===== src/rtl/pc_call_stack.sv =====
// Program counter with a hardware return-address stack, depth tracking and sticky error flags.
// Define PC_STACK_WRAP_EN to make a call at full stack overwrite the oldest entry instead of dropping it.
module pc_call_stack #(
  parameter int unsigned      WIDTH      = 16,
  parameter int unsigned      DEPTH      = 8,
  parameter int unsigned      STEP       = 1,
  parameter logic [WIDTH-1:0] RESET_ADDR = '0
) (
  input  logic                       clock,
  input  logic                       reset,
  input  logic [WIDTH-1:0]           in,
  input  logic                       load,
  input  logic                       inc,
  input  logic                       call,
  input  logic                       ret,
  output logic [WIDTH-1:0]           out,
  output logic [$clog2(DEPTH+1)-1:0] level,
  output logic                       overflow,
  output logic                       underflow
);

  localparam int unsigned    LW   = $clog2(DEPTH + 1);
  localparam int unsigned    PW   = $clog2(DEPTH);
  localparam logic [LW-1:0]  FULL = LW'(DEPTH);
  localparam logic [PW-1:0]  LAST = PW'(DEPTH - 1);

  logic [WIDTH-1:0] out_q, out_d, seq_pc;
  logic [LW-1:0]    level_q, level_d;
  logic [PW-1:0]    head_q, head_d, head_inc, head_dec;
  logic             ovf_q, ovf_d, unf_q, unf_d;
  logic             push_en;
  logic [WIDTH-1:0] stack_q [DEPTH];

  // head_q is the slot for the next push; it is handled modulo DEPTH so the
  // same pointer serves both the dropping and the circular full-stack policy.
  always_comb begin
    seq_pc   = out_q + WIDTH'(STEP);
    head_inc = (head_q == LAST) ? '0 : head_q + PW'(1);
    head_dec = (head_q == '0) ? LAST : head_q - PW'(1);
    out_d    = out_q;
    level_d  = level_q;
    head_d   = head_q;
    ovf_d    = ovf_q;
    unf_d    = unf_q;
    push_en  = 1'b0;
    if (ret) begin
      if (level_q != '0) begin
        out_d   = stack_q[head_dec];
        level_d = level_q - LW'(1);
        head_d  = head_dec;
      end else begin
        unf_d = 1'b1;
      end
    end else if (call) begin
      out_d = in;
      if (level_q != FULL) begin
        push_en = 1'b1;
        head_d  = head_inc;
        level_d = level_q + LW'(1);
      end else begin
        ovf_d = 1'b1;
`ifdef PC_STACK_WRAP_EN
        push_en = 1'b1;
        head_d  = head_inc;
`endif
      end
    end else if (load) begin
      out_d = in;
    end else if (inc) begin
      out_d = seq_pc;
    end
  end

  always_ff @(posedge clock) begin
    if (!reset) begin
      out_q   <= RESET_ADDR;
      level_q <= '0;
      head_q  <= '0;
      ovf_q   <= 1'b0;
      unf_q   <= 1'b0;
    end else begin
      out_q   <= out_d;
      level_q <= level_d;
      head_q  <= head_d;
      ovf_q   <= ovf_d;
      unf_q   <= unf_d;
    end
  end

  // Stack contents are don't-care after reset, so the array carries no reset.
  always_ff @(posedge clock) begin
    if (reset && push_en) begin
      stack_q[head_q] <= seq_pc;
    end
  end

  assign out       = out_q;
  assign level     = level_q;
  assign overflow  = ovf_q;
  assign underflow = unf_q;

endmodule


===== config.mk =====
export PLATFORM = sky130hd
export DESIGN_NAME = pc_call_stack
export DESIGN_NICKNAME = d
export VERILOG_FILES = /design/src/rtl/pc_call_stack.sv
export SDC_FILE = /design/constraint.sdc
export NUM_CORES = 1
export LEC_CHECK = 0
export ABC_CLOCK_PERIOD_IN_PS = 6500
export CAP_MARGIN = 0
export CORE_MARGIN = 2
export CORE_UTILIZATION = 63
export DETAILED_ROUTE_END_ITERATION = 12
export PLACE_DENSITY = 0.84
export SYNTH_ARGS = -nofsm -noshare
export SYNTH_HDL_FRONTEND = slang
export SYNTH_SLANG_ARGS = --single-unit

===== constraint.sdc =====
create_clock -name clock -period 6.5 [get_ports clock]
set_input_delay 0.65 -clock clock [delete_from_list [all_inputs] [get_ports clock]]
set_output_delay 0.65 -clock clock [all_outputs]
set_load 0.02 [all_outputs]

# Word level (Yosys, flattened, before mapping)
# Memories as Yosys holds them, arrays and structs flattened.
# Cells that the tools add are included.
# op_classes
n_eq_ne	3
n_mul	0
reduce_logical	10
n_mux	20
magnitude_cmp	0
shifts	0
n_div	0
bitwise	3
add_sub_neg	5
# ops
op	n
two-way mux 16 bit	5
two-way mux 3 bit	6
adder 16 x 1 -> 16 bit (second input constant)	1
two-way mux 4 bit	4
nonzero test 4 bit	2
AND reduction 3 bit	2
two-way mux 1 bit	5
adder 4 x 1 -> 4 bit (second input constant)	1
!= test 4 bit (second input constant)	1
AND reduction 2 bit	2
nonzero test 2 bit	2
subtractor 4 x 1 -> 4 bit (second input constant)	1
adder 3 x 1 -> 3 bit (second input constant)	1
== test 3 bit (second input constant)	1
zero test 3 bit	1
NOT 1 bit	3
subtractor 3 x 1 -> 3 bit (second input constant)	1
!= test 2 x 1 -> 1 bit (second input constant)	1
logical AND 1 bit	1
# word_totals
memories	1
rom_bits	0
ram_bits	128
reg_bits	25
input_bits	22
latch_bits	0
# mem_list
name	words	width	rd	rd_ports_with_merged_regs	write_ports	line	source
stack_q	8	16	1	0	1	32	logic [WIDTH-1:0] stack_q [DEPTH];

# Longest topological paths before layout
# depth
word_depth	7
depth_mapped	11

# Least setup slack after synthesis
# OpenSTA, ideal clock, no wires.
# synth_timing
path_type	input-to-reg
from	input port ret
to	memory stack_q[1][0], enable pin
path_stages	5
setup_slack_ps	3808
path_buffers	1
arrival_ps	2282
cell_sequence	inv_1 buf_4 and4_1 nand2_1 nor3_1
# synth_via
elab_chain_cells	4
# synth_rtl
element	line	source
start: declaration	15	input logic ret,
two-way mux 1 bit	46	if (ret) begin
logical AND 1 bit	92	if (reset && push_en) begin
two-way mux 1 bit	92	
two-way mux 1 bit (not written as such)	93	stack_q[head_q] <= seq_pc;
end: declaration	32	
# Every way passes these cells.

# Worst setup path in the final report
# layout_timing
from	register head_q[1]
to	register out_q[11], in the netlist out[11]
# layout_via
elab_chain_cells	5
word_cells_on_any_way	6
classes_between	1 x add/sub; 3 x mux; 1 x reduce/logical; 1 x memory
# layout_rtl
element	line	source
start: declaration	29	logic [PW-1:0] head_q, head_d, head_inc, head_dec;
start signal: assignment	78	head_q <= '0;
start signal: assignment	84	head_q <= head_d;
subtractor 3 x 1 -> 3 bit or zero test 3 bit (tied branches)	39	head_dec = (head_q == '0) ? LAST : head_q - PW'(1);
two-way mux 3 bit *	39	
memory read (8 x 16 bit) *	--	
two-way mux 16 bit *	47	if (level_q != '0) begin
two-way mux 16 bit *	46	
end signal: assignment	82	out_q <= out_d;
end: declaration	27	logic [WIDTH-1:0] out_q, out_d, seq_pc;
# Every way passes the cells marked *; elsewhere a longest branch is shown, timed or not. The select of a mux whose other input is x is not followed.
# A chain may end at the register's enable or synchronous reset.

==> metrics.cfg <==
[run_status]
outcome = completed

[clocking]
cts_buffers = 17
clk_latency_ns = 0.54
clk_pin_slew_worst_paths_ns = 0.06
clkSinkCount = 153
cts_root_buf = clkbuf_8
cts_tree = yes
ctsHtreeMaxLevel = 4
cts_resized = 0
clockBufferDepth = 2
cts_hold_buffers = 0
post_cts_buffers = 0

[critical_path]
crit_arrival_ns = 3.80
crit_path_end_kind = flip-flop
worst-setup-path-type = flip-flop to flip-flop
crit_required_ns = 6.87
critPathMaxFanout = 21
worstSetupStartpointType = flip-flop

[routing]
via_count = 4589
via_per_inst = 6.870
routed_wl_um = 17210
wl_per_cell_um = 25.76
drt_iter0_drc = 644
drtAntennaViolNets = 0
drt_first_pass_iters = 6
drt_drc_violations_left = 0

[yosys]
synth_flop_cell = edfxtp_1
yosys.area_share.simple = 0.09485
synth.distinct_cells = 59
synth_xor_area_frac = 0.02099
ys_async_sr_fraction = 0
synth_compound_area_frac = 0.08547
synth_area_sq_um = 6675
ys_seq_elements = 153
synth_nets = 500
synth_fa_ha_area_frac = 0.01612
ys_seq_area_frac = 0.6508
synth_edf_count = 128
synthMuxAreaShare = 0.1010
synth_top_family_by_area = multiplexers
synth_area_per_cell_sq_um = 14.20
ys_warn_count = 0
syn_inst = 470

[power_and_ir_drop]
power.density_nw_per_um2 = 471.2
power.switching_mw = 1.288
peakVddDrop_mv = 0.2704
netSwitchingFraction = 0.3514
p_clk_frac = 0.260
p_comb_frac = 0.350
seqPwrFrac = 0.390
power.leakage_nw = 2.627
p_int_mw = 2.378

[finish]
area_growth_pct = 16.57
final-seq-area_sq_um = 4344
drive_gt1_frac = 0.1297
n_antenna_cell = 0
multi_input_area_sq_um = 2136
fillers = 601
fin_area_sq_um = 7781
layout.cells.non_filler = 668
nets = 549

[timing]
tns_ns = 0
drv_slew = 0
fin_ws_ns = 3.067
rsz0062_at_grt = false
layout_min_cycle_time_ns = 3.433
holdWs_ns = 0.4723
hold_violations = 0
fin_skew_ns = 0.007420
slew_headroom = 0.1899
fmax_mhz = 291.3
setup_viol = 0
worst_pin_slew_ns = 1.215
finalCritPeriodShare = 0.5282

[place]
post_dp_cell_area_sq_um = 7216
dp_hpwl_um = 10580
place_inst = 636
place_congestion = 0.8733
pre_cts_slack_ns = 2.925
io_buffer_count = 43

[grt]
grt_max_degree = 35
gr-usage-all-layers = 0.3170
antenna_found_initial = 0
grt_overflow = 0
grt_pass1_vias = 4582
grt_pass1_wl_um = 25850

[floorplan]
rows = 37
die_area_sq_um = 11440
pin_count = 44
core-area_sq_um = 10320
die_x_um = 106.9
die_h_um = 106.9
floorplan.initialDensity = 0.6466

[run]
drv_cap = 0

[min_path]
hold_path.class = flip-flop to flip-flop

## metal layers
metal | vias up | share of wire | track usage
met5 | - | 0 | 0
met4 | 0 | 0.042 | 0.1679
met3 | 70 | 0.12 | 0.09909
met2 | 389 | 0.47 | 0.4864
met1 | 2213 | 0.36 | 0.4087
li1 | 1917 | - | -
## placed cells by master, fill, tap and decap left out, types with 3 or more instances in the layout
cell	Yosys	final
edfxtp_1	128	128
clkdlybuf4s50_1	0	43
nand2_1	37	37
nor2_1	36	36
o21ai_0	26	26
dfxtp_1	25	25
mux4_2	19	19
a21oi_1	18	18
clkbuf_16	0	16
a31oi_1	14	14
nand3_1	13	13
mux2i_1	13	13
inv_1	12	12
buf_4	4	12
xnor2_1	9	9
xor2_1	7	7
ha_1	7	7
nand4_1	5	5
nor4_1	5	5
o22ai_1	5	5
clkinv_2	0	5
o2111ai_1	4	4
mux4_1	4	4
clkinv_1	0	4
and3_1	3	3
nor3_1	5	3
o221ai_1	3	3
and2_0	3	3
a211oi_1	3	3
a32oi_1	3	3
a21o_1	3	3
bufinv_16	0	3
## synth_stat cells, types with 4 or more instances
cell type | instances | area, sq um
edfxtp_1 | 128 | 3844
nand2_1 | 37 | 138.9
nor2_1 | 36 | 135.1
o21ai_0 | 26 | 130.1
dfxtp_1 | 25 | 500.5
mux4_2 | 19 | 427.9
a21oi_1 | 18 | 90.09
a31oi_1 | 14 | 87.58
mux2i_1 | 13 | 130.1
nand3_1 | 13 | 65.06
inv_1 | 12 | 45.04
xnor2_1 | 9 | 78.83
clkbuf_1 | 8 | 30.03
ha_1 | 7 | 87.58
xor2_1 | 7 | 61.31
nand4_1 | 5 | 31.28
nor3_1 | 5 | 25.02
nor4_1 | 5 | 31.28
o22ai_1 | 5 | 31.28
buf_4 | 4 | 30.03
buf_6 | 4 | 45.04
mux4_1 | 4 | 105.1
o2111ai_1 | 4 | 35.03
## critical path, cell delays in order, from the launching register on
cell and delay [ns]:
dfxtp_1 0.49, inv_1 0.11, ha_1 0.20, ha_1 0.23
nor2b_4 0.67, buf_4 0.47, mux4_2 0.55, mux2_2 0.29
a21oi_1 0.16, a31oi_1 0.10
## cell families (layout without fill, tap and decap cells)
family                     Yosys count  after routing
adders and majority gates            8              8
xor gates and xnor gates            16             16
and+or+nand+nor                    128            128
muxes                               37             37
buffers and inverters               37             99
AOI/OAI and AO/OA                   91             91
DFF                                153            153
## worst paths after layout
kind	depth (start not counted)	start	end	slack, ns
worst max-delay path	9	head_q[1]	out[11]	3.07
worst min-delay path	2	underflow	underflow	0.47
worst max register to register	9	head_q[1]	out[11]	3.07
worst min register to register	2	underflow	underflow	0.47
## metrics by stage
step	utilization	total power, mW
finish	0.7537	3.666
floorplan	-	2.268
global route	0.7537	3.795
CTS	0.7537	3.641
global placement	0.6989	2.621
detailed placement	0.6989	2.679
## power groups by stage
stage               sequential [mW]  clock, mW  combinational [mW]
finish                         1.43      0.953                1.28
global route                   1.44      0.991                1.36
CTS                            1.42      0.955                1.26
detailed placement             1.44          0                1.24
global placement               1.43          0                1.19
floorplan                      1.45          0               0.814
## state kept, by name, summed over array words and instances, names as in the netlist
name	cells
overflow	1
stack_q	128
head_q	3
level	4
underflow	1
out	16
## cell type report
class,count,share of cell area
inverters,12,0.005789
well taps,136,0.02187
clock buffers,20,0.05596
multi-input cells,280,0.2745
repair buffers,55,0.06689
flip-flops and latches,153,0.5583
clock inverters,12,0.01672
Note: power is estimated with default switching activity, not from simulation.
